## src/rtl/dsa_avalon_master.sv

```systemverilog
// Avalon-MM master issuing single-word block reads/writes into the DSA window.
// Optional read timeout is enabled by defining DSA_AVM_TIMEOUT_EN.
module dsa_avalon_master #(
  parameter int ADDR_WIDTH     = 16,
  parameter int LEN_WIDTH      = 12,
  parameter int ADDR_STEP      = 1,
  parameter int TIMEOUT_CYCLES = 256
) (
  input  logic                  clk,
  input  logic                  reset_n,
  input  logic                  cmd_valid,
  output logic                  cmd_ready,
  input  logic                  cmd_write,
  input  logic [ADDR_WIDTH-1:0] cmd_addr,
  input  logic [LEN_WIDTH-1:0]  cmd_len,
  input  logic                  wd_valid,
  output logic                  wd_ready,
  input  logic [31:0]           wd_data,
  output logic                  rsp_valid,
  input  logic                  rsp_ready,
  output logic [31:0]           rsp_data,
  output logic                  busy,
  output logic                  done,
  output logic                  err,
  output logic [ADDR_WIDTH-1:0] avm_address,
  output logic                  avm_read,
  output logic                  avm_write,
  output logic [3:0]            avm_byteenable,
  output logic [31:0]           avm_writedata,
  input  logic [31:0]           avm_readdata,
  input  logic                  avm_readdatavalid,
  input  logic                  avm_waitrequest
);

  typedef enum logic [2:0] {
    IDLE, WR_DATA, WR_ISSUE, RD_ISSUE, RD_WAIT, RD_RSP, FINISH
  } state_t;

  localparam logic [ADDR_WIDTH-1:0] STEP = ADDR_WIDTH'(ADDR_STEP);

  if (TIMEOUT_CYCLES < 1) begin : g_bad_timeout
    $error("TIMEOUT_CYCLES must be at least 1");
  end

  state_t                state_q, state_d;
  logic [ADDR_WIDTH-1:0] addr_q, addr_d;
  logic [LEN_WIDTH-1:0]  rem_q, rem_d;
  logic [31:0]           wdata_q, wdata_d;
  logic [31:0]           rdata_q, rdata_d;
  logic                  rsp_valid_q, rsp_valid_d;
  logic                  done_q, done_d;
  logic                  tmo_hit;

`ifdef DSA_AVM_TIMEOUT_EN
  localparam int TW = $clog2(TIMEOUT_CYCLES + 1);
  logic [TW-1:0] tmo_q, tmo_d;
  logic          err_q, err_d;

  // tmo_q counts completed RD_WAIT cycles; the last allowed one triggers the abort
  assign tmo_hit = (state_q == RD_WAIT) && !avm_readdatavalid &&
                   (tmo_q == TW'(TIMEOUT_CYCLES - 1));

  always_comb begin
    tmo_d = '0;
    if (state_q == RD_WAIT && state_d == RD_WAIT) tmo_d = tmo_q + 1'b1;
    err_d = err_q | tmo_hit;
  end

  always_ff @(posedge clk or negedge reset_n) begin
    if (!reset_n) begin
      tmo_q <= '0;
      err_q <= 1'b0;
    end else begin
      tmo_q <= tmo_d;
      err_q <= err_d;
    end
  end

  assign err = err_q;
`else
  assign tmo_hit = 1'b0;
  assign err     = 1'b0;
`endif

  always_comb begin
    state_d     = state_q;
    addr_d      = addr_q;
    rem_d       = rem_q;
    wdata_d     = wdata_q;
    rdata_d     = rdata_q;
    rsp_valid_d = rsp_valid_q;
    done_d      = 1'b0;
    cmd_ready   = 1'b0;
    wd_ready    = 1'b0;
    avm_read    = 1'b0;
    avm_write   = 1'b0;
    unique case (state_q)
      IDLE: begin
        cmd_ready = 1'b1;
        if (cmd_valid) begin
          addr_d = cmd_addr;
          rem_d  = cmd_len;
          if (cmd_len == '0)  state_d = FINISH;
          else if (cmd_write) state_d = WR_DATA;
          else                state_d = RD_ISSUE;
        end
      end
      WR_DATA: begin
        wd_ready = 1'b1;
        if (wd_valid) begin
          wdata_d = wd_data;
          state_d = WR_ISSUE;
        end
      end
      WR_ISSUE: begin
        avm_write = 1'b1;
        if (!avm_waitrequest) begin
          addr_d  = addr_q + STEP;
          rem_d   = rem_q - 1'b1;
          state_d = (rem_q == LEN_WIDTH'(1)) ? FINISH : WR_DATA;
        end
      end
      RD_ISSUE: begin
        avm_read = 1'b1;
        if (!avm_waitrequest) begin
          // a zero-latency slave returns data in the acceptance cycle
          if (avm_readdatavalid) begin
            rdata_d     = avm_readdata;
            rsp_valid_d = 1'b1;
            addr_d      = addr_q + STEP;
            rem_d       = rem_q - 1'b1;
            state_d     = RD_RSP;
          end else begin
            state_d = RD_WAIT;
          end
        end
      end
      RD_WAIT: begin
        if (avm_readdatavalid) begin
          rdata_d     = avm_readdata;
          rsp_valid_d = 1'b1;
          addr_d      = addr_q + STEP;
          rem_d       = rem_q - 1'b1;
          state_d     = RD_RSP;
        end else if (tmo_hit) begin
          state_d = FINISH;
        end
      end
      RD_RSP: begin
        if (rsp_ready) begin
          rsp_valid_d = 1'b0;
          state_d     = (rem_q == '0) ? FINISH : RD_ISSUE;
        end
      end
      FINISH: begin
        done_d  = 1'b1;
        state_d = IDLE;
      end
      default: state_d = IDLE;
    endcase
  end

  always_ff @(posedge clk or negedge reset_n) begin
    if (!reset_n) begin
      state_q     <= IDLE;
      addr_q      <= '0;
      rem_q       <= '0;
      wdata_q     <= '0;
      rdata_q     <= '0;
      rsp_valid_q <= 1'b0;
      done_q      <= 1'b0;
    end else begin
      state_q     <= state_d;
      addr_q      <= addr_d;
      rem_q       <= rem_d;
      wdata_q     <= wdata_d;
      rdata_q     <= rdata_d;
      rsp_valid_q <= rsp_valid_d;
      done_q      <= done_d;
    end
  end

  assign busy           = (state_q != IDLE);
  assign done           = done_q;
  assign rsp_valid      = rsp_valid_q;
  assign rsp_data       = rdata_q;
  assign avm_address    = addr_q;
  assign avm_writedata  = wdata_q;
  assign avm_byteenable = (avm_read || avm_write) ? 4'hF : 4'h0;

endmodule

```

## config.mk

```make
export PLATFORM = sky130hd
export DESIGN_NAME = dsa_avalon_master
export DESIGN_NICKNAME = d
export VERILOG_FILES = /design/src/rtl/dsa_avalon_master.sv
export SDC_FILE = /design/constraint.sdc
export NUM_CORES = 1
export LEC_CHECK = 0
export CAP_MARGIN = 30
export CELL_PAD_IN_SITES_DETAIL_PLACEMENT = 1
export CELL_PAD_IN_SITES_GLOBAL_PLACEMENT = 2
export CORE_ASPECT_RATIO = 0.8
export CORE_MARGIN = 2
export CORE_UTILIZATION = 29
export DETAILED_ROUTE_END_ITERATION = 12
export GPL_TIMING_DRIVEN = 0
export PLACE_DENSITY = 0.9
export SYNTH_ARGS = -nofsm -noshare
export SYNTH_HDL_FRONTEND = slang
export SYNTH_SLANG_ARGS = --single-unit
```

## constraint.sdc

```tcl
create_clock -name clk -period 3.77 [get_ports clk]
set_input_delay 0.754 -clock clk [delete_from_list [all_inputs] [get_ports clk]]
set_output_delay 0.754 -clock clk [all_outputs]
set_load 0.02 [all_outputs]
```

==> results.txt <==
setup TNS = 0 ns
synthesized area = 4960 sq um
wire per inst = 19.7 um
DP Cell Count = 839
Hold/Removal Path Class = input port to asynchronous set/reset pin
DRC = 0
fin crit period = 3.17 ns
CTS tree = done
Power Dens Cells = 889 nW/um^2
total CTS buffers = 9
initial core utilization = 29.8%
Syn-to-layout area delta = 49.9%
maxcap violations = 0
Post-Route WL = 16.8 mm
DIE WIDTH = 150 um
drt pass-1 iters = 4
critical path class = register to output pin
design area = 7430 sq um
Worst setup SP type = register
# hold bufs at CTS = 0
Crit path required time = 3.02 ns
post-synthesis sequential area ratio = 49.0%
final number of max-transition violations = 0
I/O Pins = 192
Leak = 3.01 nW
commonest cells after routing, fill and taps aside = clkdlybuf4s50_1, dfrtp_1, mux2_2, mux2_4, nor3_1
die area = 18,200 sq um
slew margin rel. = 36.7%
outcome = finished clean
via count of the routed design = 4,400
Critical Path Sink Type = output pin
Max Freq = 0.315 GHz
ys async rst share = 100%
ANT nets after route = 0
post-route insts no fill = 855
crit share post-route = 84.1%
syn_nets = 533
H-Tree Depth = 3
Core Region = 16,700 sq um
skew final = 0.0111 ns
GRT Overall Usage = 18.5%
port bufs = 189
root buffer cell = clkbuf_16
first-pass GRT wire length = 26.1 mm
Clock transition at path regs = 0.07 ns
row count = 42
pin count of the biggest net entering global routing = 69
placed instance area = 7150 sq um
GP Congestion = 0.853
Die Span Y = 121 um
#FFs+latches synth = 97
synthesized instance count = 429
share of layout cells above drive strength 1 = 18.7%
Max Fanout on Critical Path = 13
Max clock buf depth = 2
antenna cells = 0
Netlist cell types = 61
Setup-failing EPs final = 0
RSZ-0062 raised after global routing = false
Reg2Reg Depth = 5
grt ovf = 0
Sink Count = 97
worst path arrival time = 2.42 ns
initial antenna violation count = 0
Synth Flop Type = dfrtp_1
clk_lat worst skew = 0.35 ns
worst vdd ir = 354 uV
most common cell after layout, fill and taps aside = clkdlybuf4s50_1
DP HPWL = 12.6 mm
number of enable flip-flop cells after synthesis = 0
drt initial violations = 225
vias in the first global route = 4,750
syn avg cell area = 11.6 sq um
endpoints failing hold = 0
warnings from Yosys = 0
setup bufs post-CTS = 0
worst-margin pin slew = 0.943 ns
post-cts resize count = 0
via density per instance = 5.15
fin nets = 734
power breakdown:
| group | internal [mW] | switching [mW] |
|---|---|---|
| logic | 1.83 | 1.91 |
| registers | 1.57 | 0.414 |
| clock network | 0.469 | 0.416 |
| total | 3.87 | 2.74 |
metrics by stage:
step / hold slack (ns) / setup WS, ns / util [%] / total power, mW
2_1_floorplan: 0.458 / 1.45 / - / 4.06
5_1_grt: 0.351 / 0.500 / 44.6 / 6.98
4_1_cts: 0.343 / 0.573 / 44.6 / 6.64
3_5_place_dp: 0.477 / 0.670 / 42.9 / 5.73
6_report: 0.335 / 0.598 / 44.6 / 6.60
3_3_place_gp: 0.472 / -1.74 / 42.8 / 5.61
worst paths after layout:
kind                                          startpoint                             to  slack, ns
setup / recovery                  state_q[2]$_DFFE_PN0P_              avm_byteenable[2]       0.60
hold / removal                                   reset_n     avm_address[5]$_DFFE_PN0P_       0.34
setup reg to reg                  state_q[1]$_DFFE_PN0P_           rem_q[1]$_DFFE_PN0P_       1.39
hold reg to reg            avm_writedata[12]$_DFFE_PN0P_  avm_writedata[12]$_DFFE_PN0P_       0.49
max in group asynchronous                        reset_n    avm_address[11]$_DFFE_PN0P_       2.74
min in group clk           avm_writedata[12]$_DFFE_PN0P_  avm_writedata[12]$_DFFE_PN0P_       0.49
synthesized netlist by cell type, types with 2 or more instances:
master	count	area share [%]
a2bb2oi_1	5	0.88
o311a_1	3	0.61
nand2_1	14	1.1
o2bb2ai_1	15	2.7
nor2_1	17	1.3
and3_1	4	0.50
or4_1	2	0.30
o21ai_0	12	1.2
dfrtp_1	97	49
nor3_1	18	1.8
ha_1	4	1.0
nand3b_1	2	0.30
a211oi_1	5	0.76
mux2_4	29	8.8
a31o_2	2	0.35
buf_2	16	1.6
a31oi_1	3	0.38
o22a_1	3	0.53
and2_1	2	0.25
a22oi_1	17	2.6
nor2b_1	5	0.63
a221oi_1	2	0.35
nor4_1	8	1.0
mux2_2	35	8.0
a311oi_1	2	0.35
clkbuf_1	10	0.76
a21oi_1	15	1.5
inv_1	11	0.83
nand4_1	6	0.76
o2111ai_1	2	0.35
nand3_1	7	0.71
o22ai_1	17	2.1
nand2b_1	3	0.38
o211ai_1	3	0.45
buf_6	3	0.68
buf_4	5	0.76
routing by layer:
layer | global-route usage [%] | share of wire, % | up-vias
li1 | - | - | 2026
met1 | 24.2 | 43 | 2178
met2 | 30.7 | 48 | 181
met3 | 4.51 | 7.6 | 15
met4 | 5.31 | 1.2 | 0
met5 | 0 | 0 | -
critical path, stage by stage, from the launching register on:
cell and delay [ns]:
dfrtp_1 0.37, buf_2 0.17, nand2b_1 0.15, buf_2 0.20
inv_1 0.09, buf_2 0.31, buf_4 0.17, clkdlybuf4s50_1 0.60
cell families after synthesis:
group / after synthesis / share of synthesized area, %
buffers and inverters: 46 / 4.72
flip-flops: 97 / 49.0
multiplexers: 65 / 17.0
AO/OA/AOI/OAI: 117 / 17.1
other: 1 / 0.0757
adder cells (fa/ha/maj): 4 / 1.01
AND/OR/NAND/NOR: 99 / 11.1
final cells by class:
class | count | area (sq um)
Clock buffer | 11 | 243
Fill cell | 1815 | 9230
Sequential cell | 97 | 2430
Tap cell | 220 | 275
Inverter | 11 | 41.3
Buffer | 35 | 193
Clock inverter | 5 | 38.8
Multi-Input combinational cell | 286 | 2290
Timing Repair Buffer | 190 | 1920
registers in the layout, summed over array words and instances, names as in the netlist:
name / flops
done: 1
avm_address: 16
state_q: 3
rsp_data: 32
rem_q: 12
avm_writedata: 32
rsp_valid: 1
No activity file was read; power rests on OpenSTA's default activity.
